## config.mk

```make
export PLATFORM = sky130hd
export DESIGN_NAME = uart_tx_fifo
export DESIGN_NICKNAME = d
export VERILOG_FILES = /design/src/rtl/uart_pkg.sv /design/src/rtl/sync_fifo.sv /design/src/rtl/uart_tx_fifo.sv
export SDC_FILE = /design/constraint.sdc
export NUM_CORES = 1
export LEC_CHECK = 0
export CAP_MARGIN = 0
export CORE_MARGIN = 3
export CORE_UTILIZATION = 44
export DETAILED_ROUTE_END_ITERATION = 6
export MAX_ROUTING_LAYER = met4
export PLACE_DENSITY_LB_ADDON = 0.3
export SLEW_MARGIN = 20
export SYNTH_ARGS = -nofsm -noshare
export SYNTH_HDL_FRONTEND = slang
export SYNTH_SLANG_ARGS = --single-unit
```

## constraint.sdc

```tcl
create_clock -name clk -period 2.9 [get_ports clk]
set_input_delay 0.58 -clock clk [delete_from_list [all_inputs] [get_ports clk]]
set_output_delay 0.58 -clock clk [all_outputs]
set_load 0.02 [all_outputs]
```

## src/rtl/uart_pkg.sv

```systemverilog
// ============================================================================
// Module  : uart_pkg
// Brief   : Shared UART encodings: one-hot TX FSM states and frame constants.
// Revision: 1.0 - initial release
// ============================================================================
`default_nettype none
`timescale 1ns/1ps

package uart_pkg;

   typedef enum logic [3:0] {
      ST_IDLE  = 4'b0001,
      ST_START = 4'b0010,
      ST_DATA  = 4'b0100,
      ST_STOP  = 4'b1000
   } tx_state_t;

   localparam int c_data_bits            = 8;
   localparam int c_stop_bits            = 1;
   localparam int c_default_clks_per_bit = 235;

endpackage

`default_nettype wire

```

## src/rtl/sync_fifo.sv

```systemverilog
// ============================================================================
// Module  : sync_fifo
// Brief   : Single-clock FIFO with wrap-bit pointers; drops pushes when full.
// Revision: 1.0 - initial release
// ============================================================================
`default_nettype none
`timescale 1ns/1ps

module sync_fifo #(
   parameter int WIDTH = 8,
   parameter int DEPTH = 8
) (
   input  logic                   clk,
   input  logic                   rst,
   input  logic                   i_push,
   input  logic [WIDTH-1:0]       i_data,
   input  logic                   i_pop,
   output logic [WIDTH-1:0]       o_data,
   output logic                   o_full,
   output logic                   o_empty,
   output logic [$clog2(DEPTH):0] o_count
);

   localparam int c_aw = $clog2(DEPTH);

   logic [c_aw:0]      r_wr_ptr;
   logic [c_aw:0]      r_rd_ptr;
   logic [WIDTH-1:0]   r_mem [DEPTH];
   logic               w_push;
   logic               w_pop;

   // Full blocks a push even when a pop lands on the same edge.
   assign w_push = i_push && !o_full;
   assign w_pop  = i_pop && !o_empty;

   always_ff @(posedge clk or posedge rst) begin
      if (rst) begin
         r_wr_ptr <= '0;
         r_rd_ptr <= '0;
      end else begin
         if (w_push) r_wr_ptr <= r_wr_ptr + 1'b1;
         if (w_pop)  r_rd_ptr <= r_rd_ptr + 1'b1;
      end
   end

   always_ff @(posedge clk) begin
      if (w_push) r_mem[r_wr_ptr[c_aw-1:0]] <= i_data;
   end

   assign o_data  = r_mem[r_rd_ptr[c_aw-1:0]];
   assign o_empty = (r_wr_ptr == r_rd_ptr);
   assign o_full  = (r_wr_ptr[c_aw] != r_rd_ptr[c_aw]) &&
                    (r_wr_ptr[c_aw-1:0] == r_rd_ptr[c_aw-1:0]);
   assign o_count = r_wr_ptr - r_rd_ptr;

endmodule

`default_nettype wire

```

## src/rtl/uart_tx_fifo.sv

```systemverilog
// ============================================================================
// Module  : uart_tx_fifo
// Brief   : Buffered 8N1 UART transmitter draining a byte FIFO back-to-back.
// Revision: 1.0 - initial release
// ============================================================================
`default_nettype none
`timescale 1ns/1ps

module uart_tx_fifo
   import uart_pkg::*;
#(
   parameter int CLKS_PER_BIT = c_default_clks_per_bit,
   parameter int FIFO_DEPTH   = 8
) (
   input  logic                        clk,
   input  logic                        rst,
   input  logic [7:0]                  i_data,
   input  logic                        i_valid,
   output logic                        o_ready,
   output logic [$clog2(FIFO_DEPTH):0] o_count,
   output logic                        o_busy,
   output logic                        o_tx
);

   localparam int              c_cw       = $clog2(CLKS_PER_BIT);
   localparam logic [c_cw-1:0] c_last_clk = c_cw'(CLKS_PER_BIT - 1);
   localparam logic [2:0]      c_last_bit = 3'(c_data_bits - 1);

   tx_state_t        r_state, w_state_next;
   logic [c_cw-1:0]  r_clk_cnt, w_clk_cnt_next;
   logic [2:0]       r_bit_idx, w_bit_idx_next;
   logic [7:0]       r_shift, w_shift_next;
   logic             r_tx, w_tx_next;
   logic             w_pop;
   logic             w_bit_done;
   logic [7:0]       w_fifo_data;
   logic             w_full;
   logic             w_empty;

   sync_fifo #(
      .WIDTH (8),
      .DEPTH (FIFO_DEPTH)
   ) u_fifo (
      .clk     (clk),
      .rst     (rst),
      .i_push  (i_valid),
      .i_data  (i_data),
      .i_pop   (w_pop),
      .o_data  (w_fifo_data),
      .o_full  (w_full),
      .o_empty (w_empty),
      .o_count (o_count)
   );

   assign w_bit_done = (r_clk_cnt == c_last_clk);

   always_comb begin
      w_state_next   = r_state;
      w_clk_cnt_next = r_clk_cnt;
      w_bit_idx_next = r_bit_idx;
      w_shift_next   = r_shift;
      w_pop          = 1'b0;

      unique case (r_state)
         ST_IDLE: begin
            if (!w_empty) begin
               w_pop          = 1'b1;
               w_shift_next   = w_fifo_data;
               w_clk_cnt_next = '0;
               w_state_next   = ST_START;
            end
         end
         ST_START: begin
            w_clk_cnt_next = r_clk_cnt + 1'b1;
            if (w_bit_done) begin
               w_clk_cnt_next = '0;
               w_bit_idx_next = '0;
               w_state_next   = ST_DATA;
            end
         end
         ST_DATA: begin
            w_clk_cnt_next = r_clk_cnt + 1'b1;
            if (w_bit_done) begin
               w_clk_cnt_next = '0;
               w_shift_next   = {1'b0, r_shift[7:1]};
               w_bit_idx_next = r_bit_idx + 1'b1;
               if (r_bit_idx == c_last_bit) w_state_next = ST_STOP;
            end
         end
         ST_STOP: begin
            w_clk_cnt_next = r_clk_cnt + 1'b1;
            if (w_bit_done) begin
               w_clk_cnt_next = '0;
               // Chain straight into the next start bit so frames abut.
               if (!w_empty) begin
                  w_pop        = 1'b1;
                  w_shift_next = w_fifo_data;
                  w_state_next = ST_START;
               end else begin
                  w_state_next = ST_IDLE;
               end
            end
         end
         default: begin
            w_clk_cnt_next = '0;
            w_state_next   = ST_IDLE;
         end
      endcase

      // Line level is registered from the upcoming state to keep o_tx glitch-free.
      unique case (w_state_next)
         ST_START: w_tx_next = 1'b0;
         ST_DATA:  w_tx_next = w_shift_next[0];
         default:  w_tx_next = 1'b1;
      endcase
   end

   always_ff @(posedge clk or posedge rst) begin
      if (rst) begin
         r_state   <= ST_IDLE;
         r_clk_cnt <= '0;
         r_bit_idx <= '0;
         r_shift   <= '0;
         r_tx      <= 1'b1;
      end else begin
         r_state   <= w_state_next;
         r_clk_cnt <= w_clk_cnt_next;
         r_bit_idx <= w_bit_idx_next;
         r_shift   <= w_shift_next;
         r_tx      <= w_tx_next;
      end
   end

   assign o_tx    = r_tx;
   assign o_busy  = (r_state != ST_IDLE);
   assign o_ready = !w_full;

endmodule

`default_nettype wire

```

# --- Word-level counts from Yosys, hierarchy flattened ---
# Memories as Yosys holds them, arrays and structs flattened.
# Cells that the tools add are included.
# W data, S select, Z words.
word_totals:
  ff_bits: 32
  mem_bits_rw: 64
  wordCells: 63
  n_memories: 1
mem_list:
  columns: ["memory", "words", "width", "rd", "rd_ports_with_merged_regs", "wr", "line", "rtl"]
  rows:
  - ["u_fifo.r_mem", 8, 8, 1, 0, 1, "sync_fifo.sv:28", "logic [WIDTH-1:0] r_mem [DEPTH];"]
op_classes:
  addsub: 5
  n_eq_ne: 16
  muxes: 23
  n_reduce_logical: 10
op_table:
  columns: ["operator", "count"]
  rows:
  - ["$mux W8", 5]
  - ["$pmux W8 S3", 1]
  - ["$mux W4", 5]
  - ["$pmux W4 S4", 1]
  - ["$pmux W8 S2", 1]
  - ["$add A4 B1 Y4 const B", 2]
  - ["$add A8 B1 Y8 const B", 1]
  - ["$eq A4 B2 Y1 const B", 2]
  - ["$eq A4 B3 Y1 const B", 2]
  - ["$eq A8 B8 Y1 const B", 1]
  - ["$ne A2 B2 Y1 const B", 4]
  - ["$mux W3", 2]
  - ["$pmux W3 S2", 1]
  - ["$reduce_and A3 Y1", 2]
  - ["$eq A4 B1 Y1 const B", 1]
  - ["$eq A4 B4 Y1", 1]
  - ["$eq A4 B4 Y1 const B", 1]
  - ["$mux W1", 4]
  - ["$ne A4 B1 Y1 const B", 1]
  - ["$pmux W1 S2", 2]
  - ["$sub A4 B4 Y4", 1]
  - ["$add A3 B1 Y3 const B", 1]
  - ["$eq A3 B3 Y1", 1]
  - ["$eq A3 B3 Y1 const B", 1]
  - ["other kinds (7)", 10]

# --- Depth between registers and ports, before layout ---
depth:
  word_depth: 6
  mapped_depth: 10
  depth_no_buf: 6

# --- By module ---
# From an unflattened synthesis, not the netlist that was laid out.
unflattened:
  hier_cells: 314
  area_unflattened_um2: 4469.3
by_module_without_submodules:
  columns: ["module", "instances", "cells_each", "area_each_um2", "seq_area_each_um2"]
  rows:
  - ["sync_fifo", 1, 168, 2996.6, 2122.0]
  - ["uart_tx_fifo", 1, 146, 1472.7, 603.1]

# --- Worst setup path before layout ---
# OpenSTA, ideal clock, no wires.
synth_timing:
  path_type: "reg-to-reg"
  startpoint: "register u_fifo.r_rd_ptr[1]"
  endpoint: "memory u_fifo.r_mem[0][0], enable pin"
  setup_ps: 383
  arrival_time_ps: 2590
  t_required_ps: 2517
  slack_ps: -73
  path_stages_with_launch: 10
  synth_period_minus_slack_ps: 2973
  cell_sequence: "dfrtp_1 buf_4 buf_6 inv_1 ha_1 and3_1 clkbuf_1 a21boi_0 nand2_1 nor3_1"
synth_between:
  elab_chain_len: 6
synth_lines:
  columns: ["item", "line", "rtl"]
  rows:
  - ["from (decl)", "sync_fifo.sv:27", "logic [c_aw:0] r_rd_ptr;"]
  - ["from (signal assigned)", "sync_fifo.sv:42", "if (w_pop) r_rd_ptr <= r_rd_ptr + 1'b1;"]
  - ["$eq A3 B3 Y1", "sync_fifo.sv:53", "(r_wr_ptr[c_aw-1:0] == r_rd_ptr[c_aw-1:0]);"]
  - ["$logic_and A1 B1 Y1", "sync_fifo.sv:52", "assign o_full = (r_wr_ptr[c_aw] != r_rd_ptr[c_aw]) &&"]
  - ["$logic_not A1 Y1", "sync_fifo.sv:33", "assign w_push = i_push && !o_full;"]
  - ["$logic_and A1 B1 Y1", "sync_fifo.sv:33", null]
  - ["$mux W1", "sync_fifo.sv:47", "if (w_push) r_mem[r_wr_ptr[c_aw-1:0]] <= i_data;"]
  - ["$mux W1 (not written as such)", "sync_fifo.sv:47", null]
  - ["to (decl)", "sync_fifo.sv:28", null]
# Every way passes these cells.

# --- Worst setup path after layout ---
layout_timing:
  startpoint: "register r_state[0]"
  endpoint: "output port o_busy"
layout_between:
  elab_chain_len: 1
layout_lines:
  columns: ["item", "line", "rtl"]
  rows:
  - ["from (decl)", "uart_tx_fifo.sv:29", "tx_state_t r_state, w_state_next;"]
  - ["from (signal assigned)", "uart_tx_fifo.sv:126", "r_state <= w_state_next;"]
  - ["$ne A4 B1 Y1", "uart_tx_fifo.sv:135", "assign o_busy = (r_state != ST_IDLE);"]
  - ["to (decl)", "uart_tx_fifo.sv:21", "output logic o_busy,"]
# Every way passes these cells.

==> results.toml <==
[global_route]
grt_start_max_net_pins = 33
grt-busiest-layer = "met2"
gr-total-overflow = 0
grt_pass1_wl_um = 13770
grt_use_met1 = 0.2091
met3_usage = 0.03368
grt_antenna_before_repair = 0
grt_util_all_layers = 0.1652
first_global_vias = 2591
grtUsageMet2 = 0.2723

[drt]
ant_nets = 0
drc = 0
routed_wl_um = 8337
drtIter0Drc = 119
routedWlPerCell_um = 18.24
first_pass_iters = 4
viasPerCell = 5.490
routed-via-count = 2509

[power_and_ir_drop]
power.switching_w = 0.001779
swShare = 0.3740
leakage_nw = 1.815
power.density_nw_per_um2 = 962.0
max-vdd-ir-drop_mv = 0.4439
pwr-share-seq = 0.404
finalPower_w = 0.004757
internal-power_w = 0.002978
pwr-share-comb = 0.412
clockPowerShare = 0.184

[timing]
hold_viol = 0
period_minus_slack_ns = 2.810
timing.fmax_ghz = 0.3559
final-max-slew-violation-count = 0
timing.setup.tns_ns = 0
setup_violations = 0
max-slew-margin-rel = 0.5955
fin_ws_ns = 0.09013
finalCritPeriodShare = 0.9689
tightest_slew_ns = 0.6014
fin_skew_ns = 0.01492
rsz0062_at_grt = "no"
hold_ws_ns = 0.5189

[cells_and_area]
instances_no_fill = 457
fin_nets = 344
antenna_cells = 0
drive_above_1_share = 0.1829
area_delta_synth_final_pct = 13.11

[clocking]
ctsResizeCount = 1
cts_made_buffers = 9
clk_path_buf_depth = 2
cts_root_buffer = "clkbuf_8"
insertion_delay_ns = 0.36
cts_hold_buffers = 0
h-tree-depth = 3
cts_tree = "yes"
cts_num_sinks = 96
post-cts-setup-buffer-count = 0
clkTransAtPathRegs_ns = 0.10

[placed_design]
post-place-ws_ns = 0.3803
port-buffer-count = 17
dp_hpwl_um = 5632
place_inst = 441
place_congestion = 0.8390

[hold_path]
hp-class = "register to register"

[logic_synthesis]
synth_cells = 294
syn_avg_cell_area_um2 = 14.87
syn_nets = 315
ys_types = 61
ys_seq_area_frac = 0.6234
ys.warnings.count = 0
ys.flop_type = "edfxtp_1"
synth_seq_cells = 96
netlist_area_um2 = 4372
async_flop_share = 0.3333
synth_edf_count = 64

[floorplan]
start_util = 0.4622
coreArea_um2 = 9459
die_w_um = 105.7
die_y_um = 105.7
io_pins = 18
rows = 35
die-area_um2 = 11170

[worst_setup_path]
r2r_slack_ns = 0.37
required_ns = 2.32
r2r-start = "u_fifo.r_wr_ptr[2]$_DFFE_PP0P_"
cp_max_fo = 10
path_cells = "nor4b_4 > inv_1 > clkdlybuf4s50_1"
critPathLaunchType = "register"
critical-path-max-stage-delay_ns = 0.66
end_kind = "primary output"
arrival_ns = 2.23
critical_path_class = "register to primary output"
startpoint = "r_state[0]$_DFF_PP1_"
cp-endpoint = "o_busy"
critical_path.slowest_cell = "dfstp_2"
reg2reg_to = "u_fifo.r_mem[4][3]$_DFFE_PP_"
reg2reg_depth = 6

[status]
status = "completed"

[run]
cap_violations = 0
[cells in the final DEF (no fill, tap or decap), types with 2 or more instances in the layout]
master	n
nand4_1	2
dfstp_2	2
or2_1	2
o21ai_0	11
clkinv_8	2
mux2i_1	8
inv_1	12
or3_1	3
ha_1	9
buf_4	13
mux2_2	2
inv_6	2
a221o_1	4
clkdlybuf4s50_1	15
a21oi_1	4
nor2_1	10
edfxtp_1	64
a22o_1	3
xnor2_1	9
and3_1	2
a21o_1	2
and2_1	2
o21a_1	2
mux4_2	16
dfrtp_1	30
nand2_1	18
clkbuf_8	9
nor4b_4	2
nand2b_1	3
inv_8	2
a32oi_1	2
nand3_1	10
a31oi_1	3
nor2b_1	3
xor2_1	3
nor3_1	5
o2bb2ai_1	4
nor3_2	4
[metrics by stage]
step / area (µm²) / utilization
final: 4945 / 0.5228
after global routing: 4945 / 0.5228
after CTS: 4941 / 0.5224
after detailed placement: 4737 / 0.5008
after global placement: 4737 / 0.5008
after floorplan: 4382 / -
[how the worst min path moves through the flow]
| stage | startpoint | to | slack, ns | cells past startpoint |
|---|---|---|---|---|
| after CTS | r_shift[7]$_DFFE_PP0P_ | r_shift[7]$_DFFE_PP0P_ | 0.51 | 1 |
| after detailed placement | r_shift[7]$_DFFE_PP0P_ | r_shift[7]$_DFFE_PP0P_ | 0.49 | 1 |
| after global routing | r_bit_idx[2]$_DFFE_PP0P_ | r_bit_idx[2]$_DFFE_PP0P_ | 0.54 | 1 |
| after global placement | r_shift[7]$_DFFE_PP0P_ | r_shift[7]$_DFFE_PP0P_ | 0.48 | 1 |
| after floorplan | r_shift[7]$_DFFE_PP0P_ | r_shift[7]$_DFFE_PP0P_ | 0.46 | 1 |
| final | r_shift[7]$_DFFE_PP0P_ | r_shift[7]$_DFFE_PP0P_ | 0.52 | 1 |
[sequential cells by signal, indices dropped and copies added (netlist names)]
name and cells:
u_fifo.r_mem 64, r_clk_cnt 8, r_shift 8, r_state 4, u_fifo.r_rd_ptr 4, u_fifo.r_wr_ptr 4, r_bit_idx 3, o_tx 1
[worst max-delay path, delay by kind of cell, from the launching register on]
family,cells,cell delay (ns)
buffers and inverters,2,0.79
DFF,1,0.66
and+or+nand+nor,1,0.42
[power by group through the flow]
stage,Sequential [W],Combinational [W],Clock (W)
detailed placement,0.00195,0.00200,0
floorplan,0.00189,0.00144,0
global placement,0.00194,0.00199,0
CTS,0.00192,0.00199,0.000909
global route,0.00195,0.00215,0.000969
finish,0.00192,0.00196,0.000876
[synth_stat cells, types with 3 or more instances]
library cell,instances,area share
clkbuf_1,3,0.0026
buf_2,5,0.0057
xor2_1,3,0.0060
nor3_1,7,0.0080
o21ai_0,11,0.013
or3_1,3,0.0043
a21oi_1,4,0.0046
nand2_1,18,0.015
nand2b_1,3,0.0043
edfxtp_1,64,0.44
ha_1,9,0.026
dfrtp_1,30,0.17
a22o_1,3,0.0060
a221o_1,4,0.0092
nand3_1,10,0.011
mux4_2,16,0.082
xnor2_1,9,0.018
nor2_1,10,0.0086
inv_1,12,0.010
nor2b_1,3,0.0043
mux2i_1,8,0.018
and3_1,3,0.0043
o2bb2ai_1,4,0.0080
a31oi_1,3,0.0043
[cells by family after synthesis]
kind of cell / Yosys count / share of synthesized area
fa+ha+maj: 10 / 0.03034
xor+xnor: 12 / 0.02404
simple gates: 77 / 0.1048
compound gates: 48 / 0.08186
buf+inv: 24 / 0.02719
mux: 27 / 0.1085
flops: 96 / 0.6234
[layout make-up]
type / instances / area, µm²
Timing Repair Buffer: 30 / 269.0
Clock inverter: 7 / 81.33
Sequential cell: 96 / 2725
Inverter: 12 / 45.04
Clock buffer: 9 / 123.9
Tap cell: 129 / 161.4
Multi-Input combinational cell: 174 / 1539
Fill cell: 822 / 4514
[metal layers]
layer | up-vias | routed length (µm)
met3 | 8 | 224
met2 | 39 | 4325
li1 | 1202 | -
met1 | 1260 | 3700
met5 | - | 0
met4 | 0 | 87
(Power assumes the default switching activity.)
